==> src/rtl/onehot_line_counter_pkg.sv <==
// Shared constants and state encoding for the one-hot line counter.
package onehot_pkg;
  localparam int NUM_LINES = 8;
  localparam int IDX_W     = 3;

  typedef enum logic [0:0] {
    RUN = 1'b0,
    CLR = 1'b1
  } state_e;
endpackage

==> src/rtl/onehot_line_counter_if.sv <==
// Bundle of data, readout and status signals between the decoder-side master and the counter block.
interface onehot_line_counter_if #(
  parameter int CNT_W = 16
);
  logic                              in_valid;
  logic [onehot_pkg::NUM_LINES-1:0]  in_onehot;
  logic                              clear;
  logic                              busy;
  logic                              rd_req;
  logic [onehot_pkg::IDX_W-1:0]      rd_idx;
  logic                              rd_valid;
  logic [CNT_W-1:0]                  rd_data;
  logic [onehot_pkg::NUM_LINES-1:0]  sat;
  logic                              err_zero;
  logic                              err_multi;

  modport master (
    output in_valid, in_onehot, clear, rd_req, rd_idx,
    input  busy, rd_valid, rd_data, sat, err_zero, err_multi
  );

  modport slave (
    input  in_valid, in_onehot, clear, rd_req, rd_idx,
    output busy, rd_valid, rd_data, sat, err_zero, err_multi
  );
endinterface

==> src/rtl/onehot_line_counter_enc.sv <==
// Combinational one-hot classifier: line index of the set bit plus zero / multi-hot indications.
module onehot_encoder
  import onehot_pkg::*;
(
  input  logic [NUM_LINES-1:0] i_word,
  output logic [IDX_W-1:0]     o_idx,
  output logic                 o_is_zero,
  output logic                 o_is_multi
);

  logic [IDX_W-1:0] w_idx;

  // OR of indices is exact for a one-hot word; the value is unused otherwise.
  always_comb begin
    w_idx = '0;
    for (int i = 0; i < NUM_LINES; i++) begin
      if (i_word[i]) w_idx = w_idx | IDX_W'(i);
    end
  end

  assign o_idx      = w_idx;
  assign o_is_zero  = ~|i_word;
  assign o_is_multi = |(i_word & (i_word - NUM_LINES'(1)));

endmodule

==> src/rtl/onehot_line_counter.sv <==
// Per-line saturating hit counters fed by a one-hot word, with sticky error flags,
// registered readout and an 8-cycle sequenced clear sweep.
module onehot_line_counter
  import onehot_pkg::*;
#(
  parameter int CNT_W = 16
) (
  input  logic                    clk,
  input  logic                    rst_n,
  onehot_line_counter_if.slave    bus
);

  localparam logic [0:0]       S_RUN   = RUN;
  localparam logic [0:0]       S_CLR   = CLR;
  localparam logic [CNT_W-1:0] CNT_MAX = '1;
  localparam logic [IDX_W-1:0] PTR_END = IDX_W'(NUM_LINES - 1);

  logic [0:0]           r_state;
  logic [IDX_W-1:0]     r_ptr;
  logic                 r_busy;
  logic [CNT_W-1:0]     r_cnt [NUM_LINES];
  logic [NUM_LINES-1:0] r_sat;
  logic                 r_err_zero;
  logic                 r_err_multi;
  logic                 r_rd_valid;
  logic [CNT_W-1:0]     r_rd_data;

  logic [IDX_W-1:0]     w_idx;
  logic                 w_is_zero;
  logic                 w_is_multi;

  onehot_encoder u_enc (
    .i_word     (bus.in_onehot),
    .o_idx      (w_idx),
    .o_is_zero  (w_is_zero),
    .o_is_multi (w_is_multi)
  );

  always_ff @(posedge clk or negedge rst_n) begin
    if (!rst_n) begin
      r_state     <= S_RUN;
      r_ptr       <= '0;
      r_busy      <= 1'b0;
      r_sat       <= '0;
      r_err_zero  <= 1'b0;
      r_err_multi <= 1'b0;
      r_rd_valid  <= 1'b0;
      r_rd_data   <= '0;
      for (int i = 0; i < NUM_LINES; i++) r_cnt[i] <= '0;
    end else begin
      // Readout samples the counter before any update on this edge.
      r_rd_valid <= bus.rd_req;
      if (bus.rd_req) r_rd_data <= r_cnt[bus.rd_idx];

      case (r_state)
        S_RUN: begin
          if (bus.clear) begin
            r_state     <= S_CLR;
            r_busy      <= 1'b1;
            r_ptr       <= '0;
            r_err_zero  <= 1'b0;
            r_err_multi <= 1'b0;
          end else if (bus.in_valid) begin
            if (w_is_zero) begin
              r_err_zero <= 1'b1;
            end else if (w_is_multi) begin
              r_err_multi <= 1'b1;
            end else if (r_cnt[w_idx] == CNT_MAX) begin
              r_sat[w_idx] <= 1'b1;
            end else begin
              r_cnt[w_idx] <= r_cnt[w_idx] + CNT_W'(1);
            end
          end
        end
        S_CLR: begin
          r_cnt[r_ptr] <= '0;
          r_sat[r_ptr] <= 1'b0;
          r_ptr        <= r_ptr + IDX_W'(1);
          if (r_ptr == PTR_END) begin
            r_state <= S_RUN;
            r_busy  <= 1'b0;
          end
        end
        default: begin
          r_state <= S_RUN;
          r_busy  <= 1'b0;
        end
      endcase
    end
  end

  assign bus.busy      = r_busy;
  assign bus.rd_valid  = r_rd_valid;
  assign bus.rd_data   = r_rd_data;
  assign bus.sat       = r_sat;
  assign bus.err_zero  = r_err_zero;
  assign bus.err_multi = r_err_multi;

endmodule
==> src/flat_wrapper.sv <==
// flat-port wrapper written by rule: the top's interface ports become plain ports
module onehot_line_counter_flat import onehot_pkg::*;
#(
  parameter int CNT_W = 16
)
  (clk, rst_n, bus_in_valid, bus_in_onehot, bus_clear, bus_rd_req, bus_rd_idx, bus_busy, bus_rd_valid, bus_rd_data, bus_sat, bus_err_zero, bus_err_multi);
  onehot_line_counter_if #(.CNT_W(CNT_W)) bus_i ();
  input  logic clk;
  input  logic rst_n;
  input wire logic [$bits(bus_i.in_valid)-1:0] bus_in_valid;
  input wire logic [$bits(bus_i.in_onehot)-1:0] bus_in_onehot;
  input wire logic [$bits(bus_i.clear)-1:0] bus_clear;
  input wire logic [$bits(bus_i.rd_req)-1:0] bus_rd_req;
  input wire logic [$bits(bus_i.rd_idx)-1:0] bus_rd_idx;
  output wire logic [$bits(bus_i.busy)-1:0] bus_busy;
  output wire logic [$bits(bus_i.rd_valid)-1:0] bus_rd_valid;
  output wire logic [$bits(bus_i.rd_data)-1:0] bus_rd_data;
  output wire logic [$bits(bus_i.sat)-1:0] bus_sat;
  output wire logic [$bits(bus_i.err_zero)-1:0] bus_err_zero;
  output wire logic [$bits(bus_i.err_multi)-1:0] bus_err_multi;
  assign bus_i.in_valid = bus_in_valid;
  assign bus_i.in_onehot = bus_in_onehot;
  assign bus_i.clear = bus_clear;
  assign bus_i.rd_req = bus_rd_req;
  assign bus_i.rd_idx = bus_rd_idx;
  assign bus_busy = bus_i.busy;
  assign bus_rd_valid = bus_i.rd_valid;
  assign bus_rd_data = bus_i.rd_data;
  assign bus_sat = bus_i.sat;
  assign bus_err_zero = bus_i.err_zero;
  assign bus_err_multi = bus_i.err_multi;
  onehot_line_counter #(.CNT_W(CNT_W)) u_core (.clk(clk), .rst_n(rst_n), .bus(bus_i));
endmodule
==> config.mk <==
export PLATFORM = sky130hd
export DESIGN_NAME = onehot_line_counter_flat
export DESIGN_NICKNAME = d
export VERILOG_FILES = /design/src/rtl/onehot_line_counter_pkg.sv /design/src/rtl/onehot_line_counter_if.sv /design/src/rtl/onehot_line_counter_enc.sv /design/src/rtl/onehot_line_counter.sv /design/src/flat_wrapper.sv
export SDC_FILE = /design/constraint.sdc
export NUM_CORES = 1
export LEC_CHECK = 0
export CORE_MARGIN = 2
export CORE_UTILIZATION = 30
export DETAILED_ROUTE_END_ITERATION = 6
export PLACE_DENSITY = 0.46
export SETUP_SLACK_MARGIN = 0.5
export SYNTH_ARGS = -nofsm -noshare
export SYNTH_HDL_FRONTEND = slang
export SYNTH_SLANG_ARGS = --single-unit
==> constraint.sdc <==
create_clock -name clk -period 4.1 [get_ports clk]
set_input_delay 0.41 -clock clk [delete_from_list [all_inputs] [get_ports clk]]
set_output_delay 0.41 -clock clk [all_outputs]
set_load 0.02 [all_outputs]
* After elaboration in Yosys (flattened, before gate mapping)
Cells that the tools add are included.
Storage, ports and cells: register bits 160, bits in latches 0, memory bits (writable) 0, ROM bits 0, input bits 16, output and inout port bits 28, logic and storage cells 112, memories kept 0
Cells by class: add/sub/neg operators 3, multipliers 0, divide/modulo/power cells 0, magnitude comparators 9, equal/unequal tests 11, shifts and indexed selects 0, mux-type cells 49, bitwise gates (word level) 10, reductions and logical operators 14
Operators by type and width (number):
- 128-bit 2-to-1 mux | 5
- 128-bit case mux with 2 select lines | 1
- 128-bit AND | 1
- 128-bit bitwise mux | 1
- 128-bit inverter | 1
- 16-bit binary-select mux with 3-bit select | 2
- 16-bit demux with 3-bit select | 2
- 16-bit 2-to-1 mux | 6
- 8-bit 2-to-1 mux | 5
- 16-bit by 1-bit adder with 16-bit output, second input constant | 1
- 8-bit AND | 2
- 16-bit equality test, second input constant | 1
- 2-bit != test, second input constant | 8
- 8-bit case mux with 2 select lines | 1
- 8-bit OR reduction | 2
- 3-bit 2-to-1 mux | 5
- 1-bit 2-to-1 mux | 14
- 4-bit greater-or-equal comparator, second input constant | 3
- 3-bit inverter with 4-bit output | 3
- 5-bit AND reduction | 2
- 3-bit by 4-bit < comparator with 1-bit output, second input constant | 2
- 4-bit by 1-bit < comparator with 1-bit output, second input constant | 2
- 8-bit inverter | 1
- 8-bit bitwise OR | 1
- other kinds (15) | 24

* Depth between registers and ports, before layout
Gate-level depths: netlist of run 1.
word-level depth 19, mapped depth 17, gate-level depth less buffers 9

* Modules after synthesis
From an unflattened synthesis of run 1, not the netlist that was laid out.
Second synthesis, totals: cells, all modules 755, area total of the unflattened synthesis 8719.6 µm²
Modules (own cells, without submodules):
- onehot_line_counter | times used 1, cells an instance 743, area an instance 8609.5 µm², seq. area each 4003.8 µm²
- onehot_encoder | times used 1, cells an instance 12, area an instance 110.1 µm², seq. area each 0.0 µm²

* Worst setup path before layout of run 1
No wires, ideal clock.
path kind input to register, start point input bus_in_onehot[3], end point register u_core.r_cnt[26] in the netlist's numbering, setup time 140 ps, data arrival time 3579 ps, data required time 3960 ps, path slack 381 ps, stages on the path 15, cells stage by stage buf_2 > buf_4 > buf_4 > buf_2 > buf_2 > o41a_1 > a2111oi_0 > nor4_4 > ha_1 > nand2_1 > or2_1 > buf_6 > nor3_1 > xor2_1 > o21ai_0
Between the ends: cells in the longest elaborated chain, start to end 17, elaborated cells on any way between the ends 31
Ends and longest elaborated chain:
- start: declaration | RTL line flat_wrapper.sv:11 | input wire logic [$bits(bus_i.in_onehot)-1:0] bus_in_onehot;
- 2-bit 2-to-1 mux | RTL line onehot_line_counter_enc.sv:17 | if (i_word[i]) w_idx = w_idx | IDX_W'(i);
- 3-bit 2-to-1 mux (4 in a row) | RTL line onehot_line_counter_enc.sv:17
- 3-bit inverter with 4-bit output (not written as such) | RTL line onehot_line_counter.sv:68, onehot_line_counter.sv:71
- 16-bit binary-select mux with 3-bit select, or another cell as far along | RTL line onehot_line_counter.sv:68, onehot_line_counter.sv:71
- 16-bit 2-to-1 mux (not written as such) or 1-bit logical AND (tied branches) | RTL line onehot_line_counter.sv:68, onehot_line_counter.sv:71
- 16-bit 2-to-1 mux (on tied branches) | RTL line onehot_line_counter.sv:68, onehot_line_counter.sv:71
- 16-bit by 1-bit adder with 16-bit output or 16-bit demux with 3-bit select (tied branches) | RTL line onehot_line_counter.sv:71 | r_cnt[w_idx] <= r_cnt[w_idx] + CNT_W'(1);
- 128-bit bitwise mux | RTL line onehot_line_counter.sv:71
- 128-bit 2-to-1 mux | RTL line onehot_line_counter.sv:68 | end else if (r_cnt[w_idx] == CNT_MAX) begin
- 128-bit 2-to-1 mux | RTL line onehot_line_counter.sv:66 | end else if (w_is_multi) begin
- 128-bit 2-to-1 mux | RTL line onehot_line_counter.sv:64 | if (w_is_zero) begin
- 128-bit 2-to-1 mux | RTL line onehot_line_counter.sv:63 | end else if (bus.in_valid) begin
- 128-bit 2-to-1 mux | RTL line onehot_line_counter.sv:57 | if (bus.clear) begin
- 128-bit case mux with 2 select lines | RTL line onehot_line_counter.sv:55 | case (r_state)
- end signal: indexed assignment | RTL line onehot_line_counter.sv:71
- end: declaration | RTL line onehot_line_counter.sv:21 | logic [CNT_W-1:0] r_cnt [NUM_LINES];
Several ways; a longest one is shown, not always the timed one. The select of a mux whose other input is x is not followed. A chain may end at the register's enable or synchronous reset.

* Final worst setup path of run 1
start point input bus_in_onehot[6], end point register u_core.r_cnt[44] in the netlist's numbering
Between the ends: cells in the longest elaborated chain, start to end 14, elaborated cells on any way between the ends 28
Ends and longest elaborated chain (RTL line):
- 3-bit 2-to-1 mux (2 in a row) | onehot_line_counter_enc.sv:17
- 3-bit inverter with 4-bit output (not written as such) | onehot_line_counter.sv:68, onehot_line_counter.sv:71
- 16-bit binary-select mux with 3-bit select, or another cell as far along | onehot_line_counter.sv:68, onehot_line_counter.sv:71
- 16-bit 2-to-1 mux (not written as such) or 1-bit logical AND (tied branches) | onehot_line_counter.sv:68, onehot_line_counter.sv:71
- 16-bit 2-to-1 mux (on tied branches) | onehot_line_counter.sv:68, onehot_line_counter.sv:71
- 16-bit by 1-bit adder with 16-bit output or 16-bit demux with 3-bit select (tied branches) | onehot_line_counter.sv:71
- 128-bit bitwise mux | onehot_line_counter.sv:71
- 128-bit 2-to-1 mux | onehot_line_counter.sv:68
- 128-bit 2-to-1 mux | onehot_line_counter.sv:66
- 128-bit 2-to-1 mux | onehot_line_counter.sv:64
- 128-bit 2-to-1 mux | onehot_line_counter.sv:63
- 128-bit 2-to-1 mux | onehot_line_counter.sv:57
- 128-bit case mux with 2 select lines | onehot_line_counter.sv:55
Several ways; a longest one is shown, not always the timed one. The select of a mux whose other input is x is not followed.

==> results of run 1 <==
-- kinds of logic (layout without fill, tap and decap cells) --
| kind of cell | after synthesis | after routing | synth area share, % |
|---|---|---|---|
| and+or+nand+nor | 259 | 259 | 15.1 |
| AOI/OAI and AO/OA | 238 | 238 | 19.2 |
| DFF | 160 | 160 | 43.1 |
| buffers and inverters | 100 | 170 | 5.80 |
| muxes | 89 | 89 | 14.6 |
| xor gates and xnor gates | 14 | 14 | 1.69 |
| adders and majority gates | 4 | 4 | 0.512 |
-- flip-flops by register name (all words and copies together), names as in the netlist --
name	cells
u_core.bus.rd_valid	1
u_core.r_state	1
u_core.bus.sat	8
u_core.bus.err_zero	1
u_core.bus.busy	1
u_core.r_ptr	3
u_core.r_cnt	128
u_core.bus.err_multi	1
u_core.bus.rd_data	16
-- report_power, final --
group | internal (mW) | switching (mW)
clock | 0.865 | 0.723
combinational | 0.238 | 0.603
sequential | 1.64 | 0.0658
total | 2.74 | 1.39
-- layout by cell type, fill, tap and decap left out, drive strengths merged, types with 3 or more instances in the layout --
cell type	instances
o41a	28
nor2b	6
buf	90
inv	20
or4	5
nor4	12
a2111oi	22
mux4	37
o21a	3
ha	3
nand2	55
nor4b	3
o21ai	108
clkdlybuf4s50	33
xor2	4
or2	4
nor2	41
mux2i	50
o211ai	6
nand3	105
dfrtp	160
xnor2	10
clkbuf	18
o2111ai	5
a221oi	8
o22ai	3
nor3	12
nand4b	3
o41ai	9
clkinv	5
o311ai	6
a21oi	21
nor3b	5
o221ai	5
nand2b	3
-- layer usage --
layer  global-route usage [%]  vias up  wire length, microns
met5                        0        -                     0
met4                     6.08        0                   683
met3                     4.82       40                  2100
met2                     32.4      287                 15200
met1                     28.4     3809                 15300
li1                         -     3445                     -
-- final cells by class --
class                   count  area (sq um)
fillers                  3019         19400
multi-input cells         604          4800
flip-flops and latches    160          4000
repair buffers            125          1170
well taps                 396           495
clock buffers              18           439
clock inverters            13           128
inverters                  14          52.6
-- final timing paths --
path                                          startpoint                             to  slack, ns  depth (start not counted)
min in group clk           u_core.bus.sat[5]$_DFFE_PN0P_  u_core.bus.sat[5]$_DFFE_PN0P_       0.49                          2
max                                     bus_in_onehot[6]   u_core.r_cnt[44]$_DFFE_PN0P_       0.72                         12
max in group asynchronous                          rst_n  u_core.r_cnt[126]$_DFFE_PN0P_       3.18                          2
min                                                rst_n   u_core.r_cnt[18]$_DFFE_PN0P_       0.05                          1
max reg2reg                 u_core.r_cnt[43]$_DFFE_PN0P_   u_core.r_cnt[44]$_DFFE_PN0P_       1.25                         10
min reg2reg                u_core.bus.sat[5]$_DFFE_PN0P_  u_core.bus.sat[5]$_DFFE_PN0P_       0.49                          2
-- metrics by stage --
step / instances / setup WS, ns / total power [mW] / hold slack (ns) / utilization, %
floorplan: 864 / 0.509 / 2.16 / 0.114 / -
finish: 1330 / 0.724 / 4.13 / 0.0503 / 36.3
global route: 1330 / 0.519 / 4.30 / 0.146 / 36.3
detailed placement: 1293 / 0.0786 / 2.57 / 0.477 / 34.3
global placement: 1293 / 0.0855 / 2.57 / 0.472 / 34.3
CTS: 1324 / 0.508 / 4.16 / 0.122 / 36.1
-- worst reg2reg max path, delay by kind of cell (launching register included) --
family | cells | cell delay (ns)
buffers and inverters | 2 | 0.50
flip-flops | 1 | 0.39
AO/OA/AOI/OAI | 4 | 0.79
AND/OR/NAND/NOR | 4 | 1.09
-- repair_timing --
| item | 4_1_cts | 5_1_grt |
|---|---|---|
| resized for setup | 0 | 7 |
| setup buffers | 0 | 6 |
| endpoints found under the hold margin | 0 | 0 |
| setup endpoints to repair | 0 | 128 |
==> out/qor.yml, run 1 <==
dominantRegCellSynth: "sky130_fd_sc_hd__dfrtp_1"
ys_seq_area_share_pct: 43.1
routed_vias: 7581
worst_slew_margin_rel_pct: 23.4
outcome: "finished, final reports clean"
timing_hold_violations_final: 0
postRouteAntennaNets: 0
vias_per_cell: 5.70
clock-skew-final_ns: 0.0128
synth.top_cells.by_count: "sky130_fd_sc_hd__dfrtp_1, sky130_fd_sc_hd__nand3_1, sky130_fd_sc_hd__o21ai_0"
critical_path.n_buffers_inverters: 4
drc_errors: 0
initial_utilization_pct: 30.4
worst_path_dominant_cell_family: "simple AND/OR/NAND/NOR gates"
synth-seq-cells: 160
worstSetupPathType: "primary input to register"
fp.dieArea_sq_mm: 0.0324
arrival_ns: 3.72
cts_hold_repair.buffers: 0
floorplan.rows: 64
finalWorstPathRequiredPeriod_ns: 3.38
final.setup.tns_ns: 0
synth.top_cells.by_area: "sky130_fd_sc_hd__dfrtp_1, sky130_fd_sc_hd__mux4_2, sky130_fd_sc_hd__nand3_1, sky130_fd_sc_hd__mux2i_1, sky130_fd_sc_hd__o41a_1"
worst_slew_pin_slew_ns: 1.15
placed_area_sq_mm: 0.0105
synthesis.nets: 883
final.period_utilization_pct: 82.3
worst_ir_drop_vdd_mv: 0.282
finalNetCount: 941
p_leak_nw: 4.43
io_buffer_count: 43
cell_area_after_synthesis_sq_mm: 0.00928
critical-path-top-cell-by-count: "sky130_fd_sc_hd__buf_4"
design.core.area_sq_mm: 0.0305
kind_of_end_point_of_the_critical_path: "register"
worst_setup_path_start_kind: "primary input"
critical-path-slowest-cell: "sky130_fd_sc_hd__or4_1"
syn_avg_cell_area_sq_um: 10.7
clk_latency_ns: 0.43
clock-root-buffer: "sky130_fd_sc_hd__clkbuf_16"
critical-path-max-stage-delay_ns: 0.60
chipHeight_microns: 180
cts_tree: "yes"
synth_top_area_share_pct: 43.1
maxCapViolations: 0
hp-class: "primary input to asynchronous set/reset pin"
yosysMostFrequentCell: "sky130_fd_sc_hd__dfrtp_1"
post-route-cell-area_sq_mm: 0.0111
io_pins: 44
timing.critical_path.cells: "clkdlybuf4s50_1 -> nor2_2 -> buf_4 -> a221oi_1 -> or4_1 -> nor3_1 -> nand2b_1 -> buf_4 -> o311ai_4 -> buf_4 -> nand3_1 -> o21ai_0"
clock_edge_transition_at_the_registers_on_the_reported_setup_and_hold_paths_ns: 0.07
synthDistinctLibCells: 69
firstDrtPassIters: 5
antenna_found_initial: 0
synth_edf_count: 0
numClockSinks: 160
first_pass_grt_wire_length_mm: 50.4
timing.fmax_mhz: 296
clockBufferDepth: 2
routed_wirelength_mm: 33.3
area.growth.synth_to_final_pct: 19.5
first_global_vias: 7554
worst_ep_required_time_ns: 4.44
finalSetupViolations: 0
drive_gt1_share_pct: 21.4
htreeDepth: 4
maximum_number_of_pins_on_one_net_before_global_route_repair: 95
power_density_mw_per_mm2: 373
grt_remaining_overflow: 0
syn_inst: 864
rsz_0062_raised_after_global_routing: "no"
wl_per_cell_microns: 25.0
grtUsageTotal_pct: 20.7
synth.yosys.warnings: 0
first_iter_violations: 673
weighted_congestion_reported_at_the_end_of_routability_driven_placement: 0.850
worstPathMaxFanout: 12
cts_bufs_inserted: 17
place_hpwl_mm: 22.0
n_antenna_cell: 0
floorplan.die.width_microns: 180
synth_largest_area_cell: "sky130_fd_sc_hd__dfrtp_1"
asyncSetResetFlopFracSynth_pct: 100
fin_max_slew_vios: 0
No activity file was read; power rests on OpenSTA's default activity.
==> run 2, diff against run 1 <==
Settings changed: PLACE_DENSITY 0.46 to 0.48.
Clock period 4.1 ns to 3.1 ns, I/O delays scaled along.
==> run 2 against run 1 <==
Against the previous run:
- wire length is 13% higher
- count of clock-buffer cells in the layout grew 2
- combinational power is 56% higher
- clock power is 34% higher
- core utilization up 6.3 points
- flip-flop and latch count unchanged
- worst setup slack worse by 0.59 ns
- sequential share of layout area decreased by 5.3 points
- power grew 38%
- via count grew 10%
- critical path type unchanged
==> out/qor.yml, run 2 (same netlist as run 1, synthesis figures left out) <==
worst_setup_path_start_kind: "primary input"
cts_bufs_inserted: 17
cts_tree: "yes"
flip_flop_count_of_the_largest_register_after_layout: 128
worstPathMaxFanout: 6
floorplan.rows: 64
first_global_vias: 8125
maximum_number_of_pins_on_one_net_before_global_route_repair: 69
cp-startpoint: "bus_in_onehot[5]"
worst_ir_drop_vdd_mv: 0.391
routed_wirelength_mm: 37.7
place_hpwl_mm: 23.8
timing.fmax_mhz: 337
hp-class: "primary input to asynchronous set/reset pin"
fin_max_slew_vios: 0
kind_of_end_point_of_the_critical_path: "register"
fin_hold_ws_ns: 0.446
final.period_utilization_pct: 95.6
outcome: "finished, final reports clean"
power_density_mw_per_mm2: 438
worst_slew_margin_rel_pct: 34.0
clk_latency_ns: 0.44
timing_hold_violations_final: 0
grt_remaining_overflow: 0
clock-root-buffer: "sky130_fd_sc_hd__clkbuf_16"
finalNetCount: 1062
fin_util_pct: 42.6
maxCapViolations: 0
antenna_found_initial: 0
setup_slack_ns: 0.136
fp.dieArea_sq_mm: 0.0324
n_antenna_cell: 0
drc_errors: 0
io_buffer_count: 43
worstSetupPathType: "primary input to register"
worst_slew_pin_slew_ns: 0.988
finalSetupViolations: 0
p_leak_nw: 5.33
layout_commonest_cell: "sky130_fd_sc_hd__dfrtp_1"
routed_vias: 8367
clock_edge_transition_at_the_registers_on_the_reported_setup_and_hold_paths_ns: 0.07
top_register: "u_core.r_cnt"
detailedPlace.worstSlack_ns: -0.468
initial_utilization_pct: 30.4
final.setup.tns_ns: 0
numClockSinks: 160
post-route-cell-area_sq_mm: 0.0130
wl_per_cell_microns: 26.0
clockBufferDepth: 2
design.core.area_sq_mm: 0.0305
timing.rr.start: "u_core.r_cnt[107]$_DFFE_PN0P_"
finalWorstPathRequiredPeriod_ns: 2.96
weighted_congestion_reported_at_the_end_of_routability_driven_placement: 0.905
area.growth.synth_to_final_pct: 40.1
drive_gt1_share_pct: 37.5
grtUsageTotal_pct: 22.9
first_iter_violations: 923
worst_ep_required_time_ns: 3.46
rsz_0062_raised_after_global_routing: "yes"
postRouteAntennaNets: 0
first_pass_grt_wire_length_mm: 55.6
layout.cells.most_common_list: "sky130_fd_sc_hd__dfrtp_1, sky130_fd_sc_hd__buf_4, sky130_fd_sc_hd__nand3_1"
placed_area_sq_mm: 0.0113
vias_per_cell: 5.76
clock-skew-final_ns: 0.0104
firstDrtPassIters: 5
floorplan.die.width_microns: 180
chipHeight_microns: 180
io_pins: 44
arrival_ns: 3.33
htreeDepth: 4
[run 2: cell count changes in the layout (fill, tap and decap cells not counted), moves of 9 or more]
cell / change
sky130_fd_sc_hd__buf_12: +16
sky130_fd_sc_hd__nand3_1: -31
sky130_fd_sc_hd__nand3_2: +30
sky130_fd_sc_hd__o21ai_0: -36
sky130_fd_sc_hd__a2111oi_0: -9
sky130_fd_sc_hd__o21ai_2: +20
sky130_fd_sc_hd__buf_6: +28
sky130_fd_sc_hd__o21ai_1: +16
sky130_fd_sc_hd__buf_4: +65
[run 2: what timing repair did]
action | 4_1_cts | 5_1_grt
gates resized for setup | 96 | 73
setup endpoints to repair | 136 | 136
endpoints found under the hold margin | 63 | 0
cloned | 7 | 3
buffers inserted | 24 | 10
pin swaps | 17 | 25
hold buffers | 1 | 0
[run 2: metal layers]
metal | GRT usage [%] | part of all wire (%) | wire length [microns] | vias to the layer above
met1 | 33.1 | 45 | 16900 | 4259
met5 | 0 | 0 | 0 | -
li1 | - | - | - | 3691
met3 | 3.87 | 7.4 | 2800 | 36
met2 | 35.5 | 46 | 17500 | 381
met4 | 6.08 | 1.5 | 557 | 0
[run 2: path summary, 6_finish.rpt]
path / end / slack [ns] / cells after the start
setup / recovery: u_core.r_cnt[62]$_DFFE_PN0P_ / 0.14 / 14
hold / removal: u_core.r_ptr[0]$_DFFE_PN0P_ / 0.45 / 2
setup reg to reg: u_core.r_cnt[62]$_DFFE_PN0P_ / 0.28 / 12
hold reg to reg: u_core.bus.sat[4]$_DFFE_PN0P_ / 0.49 / 1
max in group asynchronous: u_core.r_cnt[126]$_DFFE_PN0P_ / 1.78 / 3
min in group clk: u_core.bus.sat[4]$_DFFE_PN0P_ / 0.49 / 1
[run 2: stage by stage]
| step | total power, mW | cells |
|---|---|---|
| 6_report | 5.69 | 1452 |
| 5_1_grt | 5.89 | 1452 |
| 4_1_cts | 5.69 | 1439 |
| 3_5_place_dp | 3.53 | 1375 |
| 3_3_place_gp | 3.53 | 1375 |
| 2_1_floorplan | 2.88 | 864 |
[run 2: power breakdown]
group          switching [mW]  internal, mW  total (mW)
sequential             0.0939          2.16        2.26
clock                   0.980          1.15        2.13
combinational           0.900         0.410        1.31
total                    1.97          3.72        5.69
[run 2: cell type report]
| cell class | instances | area (sq um) |
|---|---|---|
| clock inverter | 12 | 126 |
| clock buffer | 20 | 447 |
| sequential | 160 | 4000 |
| inverter | 14 | 52.6 |
| multi-input combinational | 604 | 5280 |
| fill | 2898 | 17500 |
| tap | 396 | 495 |
| timing repair buffer | 246 | 2600 |
[run 2: critical path, cell delays in order]
cell and delay [ns]:
sky130_fd_sc_hd__buf_8 0.10, sky130_fd_sc_hd__or4_4 0.56, sky130_fd_sc_hd__buf_12 0.17, sky130_fd_sc_hd__mux4_2 0.34
sky130_fd_sc_hd__o211ai_1 0.16, sky130_fd_sc_hd__nor2b_2 0.19, sky130_fd_sc_hd__or3b_4 0.43, sky130_fd_sc_hd__buf_12 0.16
sky130_fd_sc_hd__o311ai_4 0.29, sky130_fd_sc_hd__buf_6 0.16, sky130_fd_sc_hd__buf_12 0.10, sky130_fd_sc_hd__buf_12 0.14
sky130_fd_sc_hd__nand3_1 0.09, sky130_fd_sc_hd__o21ai_1 0.09
==> run 3, diff against run 2 <==
Settings changed: CELL_PAD_IN_SITES_DETAIL_PLACEMENT from default to 1, CELL_PAD_IN_SITES_GLOBAL_PLACEMENT from default to 1, CORE_UTILIZATION 30 to 40, PLACE_DENSITY 0.48 to 0.71, TNS_END_PERCENT from default to 5.
==> run 3 against run 2 <==
Against the previous run:
- highest routed layer unchanged
- die area decreased by 24%
- register-to-register slack worse by 0.05 ns
- worst hold slack improved by 0.045 ns
- largest cell class unchanged
- global-route usage increased by 9.0 points
==> out/qor.yml, run 3 (same netlist as run 1, synthesis figures left out) <==
combPwrFrac_pct: 23.2
first_pass_grt_wire_length_mm: 57.3
layout_commonest_cell: "sky130_fd_sc_hd__dfrtp_1"
finalNetCount: 1037
floorplan.rows: 55
dp.cells: 1265
drive_gt1_share_pct: 31.0
flip_flop_count_of_the_largest_register_after_layout: 128
power_density_mw_per_mm2: 463
maxCapViolations: 0
worstSetupPathType: "primary input to register"
worst_slew_pin_slew_ns: 0.781
maximum_number_of_pins_on_one_net_before_global_route_repair: 79
numClockSinks: 160
fp.dieArea_sq_mm: 0.0244
clk_latency_ns: 0.44
firstDrtPassIters: 5
timing_hold_violations_final: 0
fin_max_slew_vios: 0
critical-path-max-stage-delay_ns: 0.36
hp-class: "primary input to asynchronous set/reset pin"
p_leak_nw: 5.08
arrival_ns: 3.32
timing.fmax_mhz: 332
io_buffer_count: 43
wl_per_cell_microns: 28.9
worst_setup_path_start_kind: "primary input"
routed_vias: 8675
first_iter_violations: 837
first_global_vias: 9243
power.internal_mw: 3.70
htreeDepth: 4
io_pins: 44
finalWorstPathRequiredPeriod_ns: 3.02
grtUsageTotal_pct: 31.9
fin_hold_ws_ns: 0.491
clock-skew-final_ns: 0.00956
clock_power_share_pct: 36.5
grt_remaining_overflow: 0
clock_edge_transition_at_the_registers_on_the_reported_setup_and_hold_paths_ns: 0.07
worst_ir_drop_vdd_mv: 0.400
final.period_utilization_pct: 97.3
weighted_congestion_reported_at_the_end_of_routability_driven_placement: 0.921
worstPathMaxFanout: 21
post_layout_nonfiller_instances: 1316
chipHeight_microns: 156
clock-root-buffer: "sky130_fd_sc_hd__clkbuf_16"
area.growth.synth_to_final_pct: 31.2
worst_ep_required_time_ns: 3.41
vias_per_cell: 6.59
cts_tree: "yes"
cts_bufs_inserted: 17
power_frac_seq_pct: 40.3
drc_errors: 0
swShare_pct: 34.2
timing.critical_path.cells: "buf_2 -> buf_4 -> buf_12 -> nor2_2 -> buf_4 -> a2111oi_2 -> nor4_1 -> buf_4 -> ha_2 -> nand2_2 -> or2_4 -> buf_12 -> o311ai_4 -> buf_6 -> bufbuf_16 -> o21ai_0"
power.switching_mw: 1.93
antenna_found_initial: 0
floorplan.die.width_microns: 156
critical-path-slowest-cell: "sky130_fd_sc_hd__nor4_1"
routed_wirelength_mm: 38.0
clockBufferDepth: 2
layout.cells.most_common_list: "sky130_fd_sc_hd__dfrtp_1, sky130_fd_sc_hd__buf_4, sky130_fd_sc_hd__nand3_1"
rsz_0062_raised_after_global_routing: "yes"
top_register: "u_core.r_cnt"
design.core.area_sq_mm: 0.0227
final.fill_count: 2414
initial_utilization_pct: 40.9
outcome: "finished, final reports clean"
worst_slew_margin_rel_pct: 47.9
critical-path-top-cell-by-count: "sky130_fd_sc_hd__buf_4"
kind_of_end_point_of_the_critical_path: "register"
n_antenna_cell: 0
postRouteAntennaNets: 0
finalSetupViolations: 0
place_hpwl_mm: 24.6
## run 3: worst max-delay path, delay by kind of cell
family                   cells  cell delay [ns]
AO/OA/AOI/OAI                3             0.48
AND/OR/NAND/NOR              4             0.91
buffers and inverters        8             1.44
adder cells (fa/ha/maj)      1             0.18
## run 3: final timing paths
kind / start / endpoint / slack [ns] / depth (start not counted)
max in group asynchronous: rst_n / u_core.r_cnt[8]$_DFFE_PN0P_ / 1.77 / 3
max: bus_in_onehot[5] / u_core.r_cnt[92]$_DFFE_PN0P_ / 0.08 / 16
min: rst_n / u_core.r_state$_DFF_PN0_ / 0.49 / 2
max reg2reg: u_core.r_cnt[65]$_DFFE_PN0P_ / u_core.r_cnt[92]$_DFFE_PN0P_ / 0.23 / 12
min in group clk: u_core.bus.sat[1]$_DFFE_PN0P_ / u_core.bus.sat[1]$_DFFE_PN0P_ / 0.50 / 2
min reg2reg: u_core.bus.sat[1]$_DFFE_PN0P_ / u_core.bus.sat[1]$_DFFE_PN0P_ / 0.50 / 2
## run 3: metrics by stage
step	total power, mW	setup slack (ns)	cell area (sq um)	TNS, ns	utilization [%]
after floorplan	2.87	-0.335	9430	-20.71	-
after global placement	3.52	-0.418	11100	-47.52	48.9
after detailed placement	3.54	-0.570	11100	-62.46	48.9
after CTS	5.61	0.265	12100	0	53.3
after global routing	5.80	0.00166	12200	0	53.6
final	5.63	0.0845	12200	0	53.6
## run 3: cell type report
type                       count  area [sq um]  area share (%)
timing repair buffer         221          2210            18.1
clock buffer                  20           447            3.67
tap                          285           357            2.93
inverter                      14          52.6           0.432
sequential                   160          4000            32.9
multi-input combinational    604          5000            41.1
clock inverter                12           113           0.925
## run 3: power by group through the flow
stage	clock network [mW]	registers (mW)	logic, mW
final	2.06	2.27	1.31
after global routing	2.15	2.29	1.36
after CTS	2.08	2.27	1.27
after detailed placement	0	2.30	1.24
after global placement	0	2.30	1.22
after floorplan	0	2.31	0.562
## run 3: per-layer routing
metal | up-vias | GRT usage (%) | share of wire [%]
met4 | 0 | 15.8 | 4.6
met1 | 4432 | 39.4 | 39
met2 | 478 | 51.0 | 47
met3 | 125 | 9.47 | 9.8
met5 | - | 0 | 0
li1 | 3640 | - | -
## run 3: what timing repair did
| item | 4_1_cts | 5_1_grt |
|---|---|---|
| setup endpoints to repair | 136 | 136 |
| gates cloned | 5 | 0 |
| resized for setup | 65 | 17 |
| hold buffers | 1 | 0 |
| pin swaps | 13 | 5 |
| setup buffers | 10 | 3 |
| hold endpoints to repair | 75 | 0 |
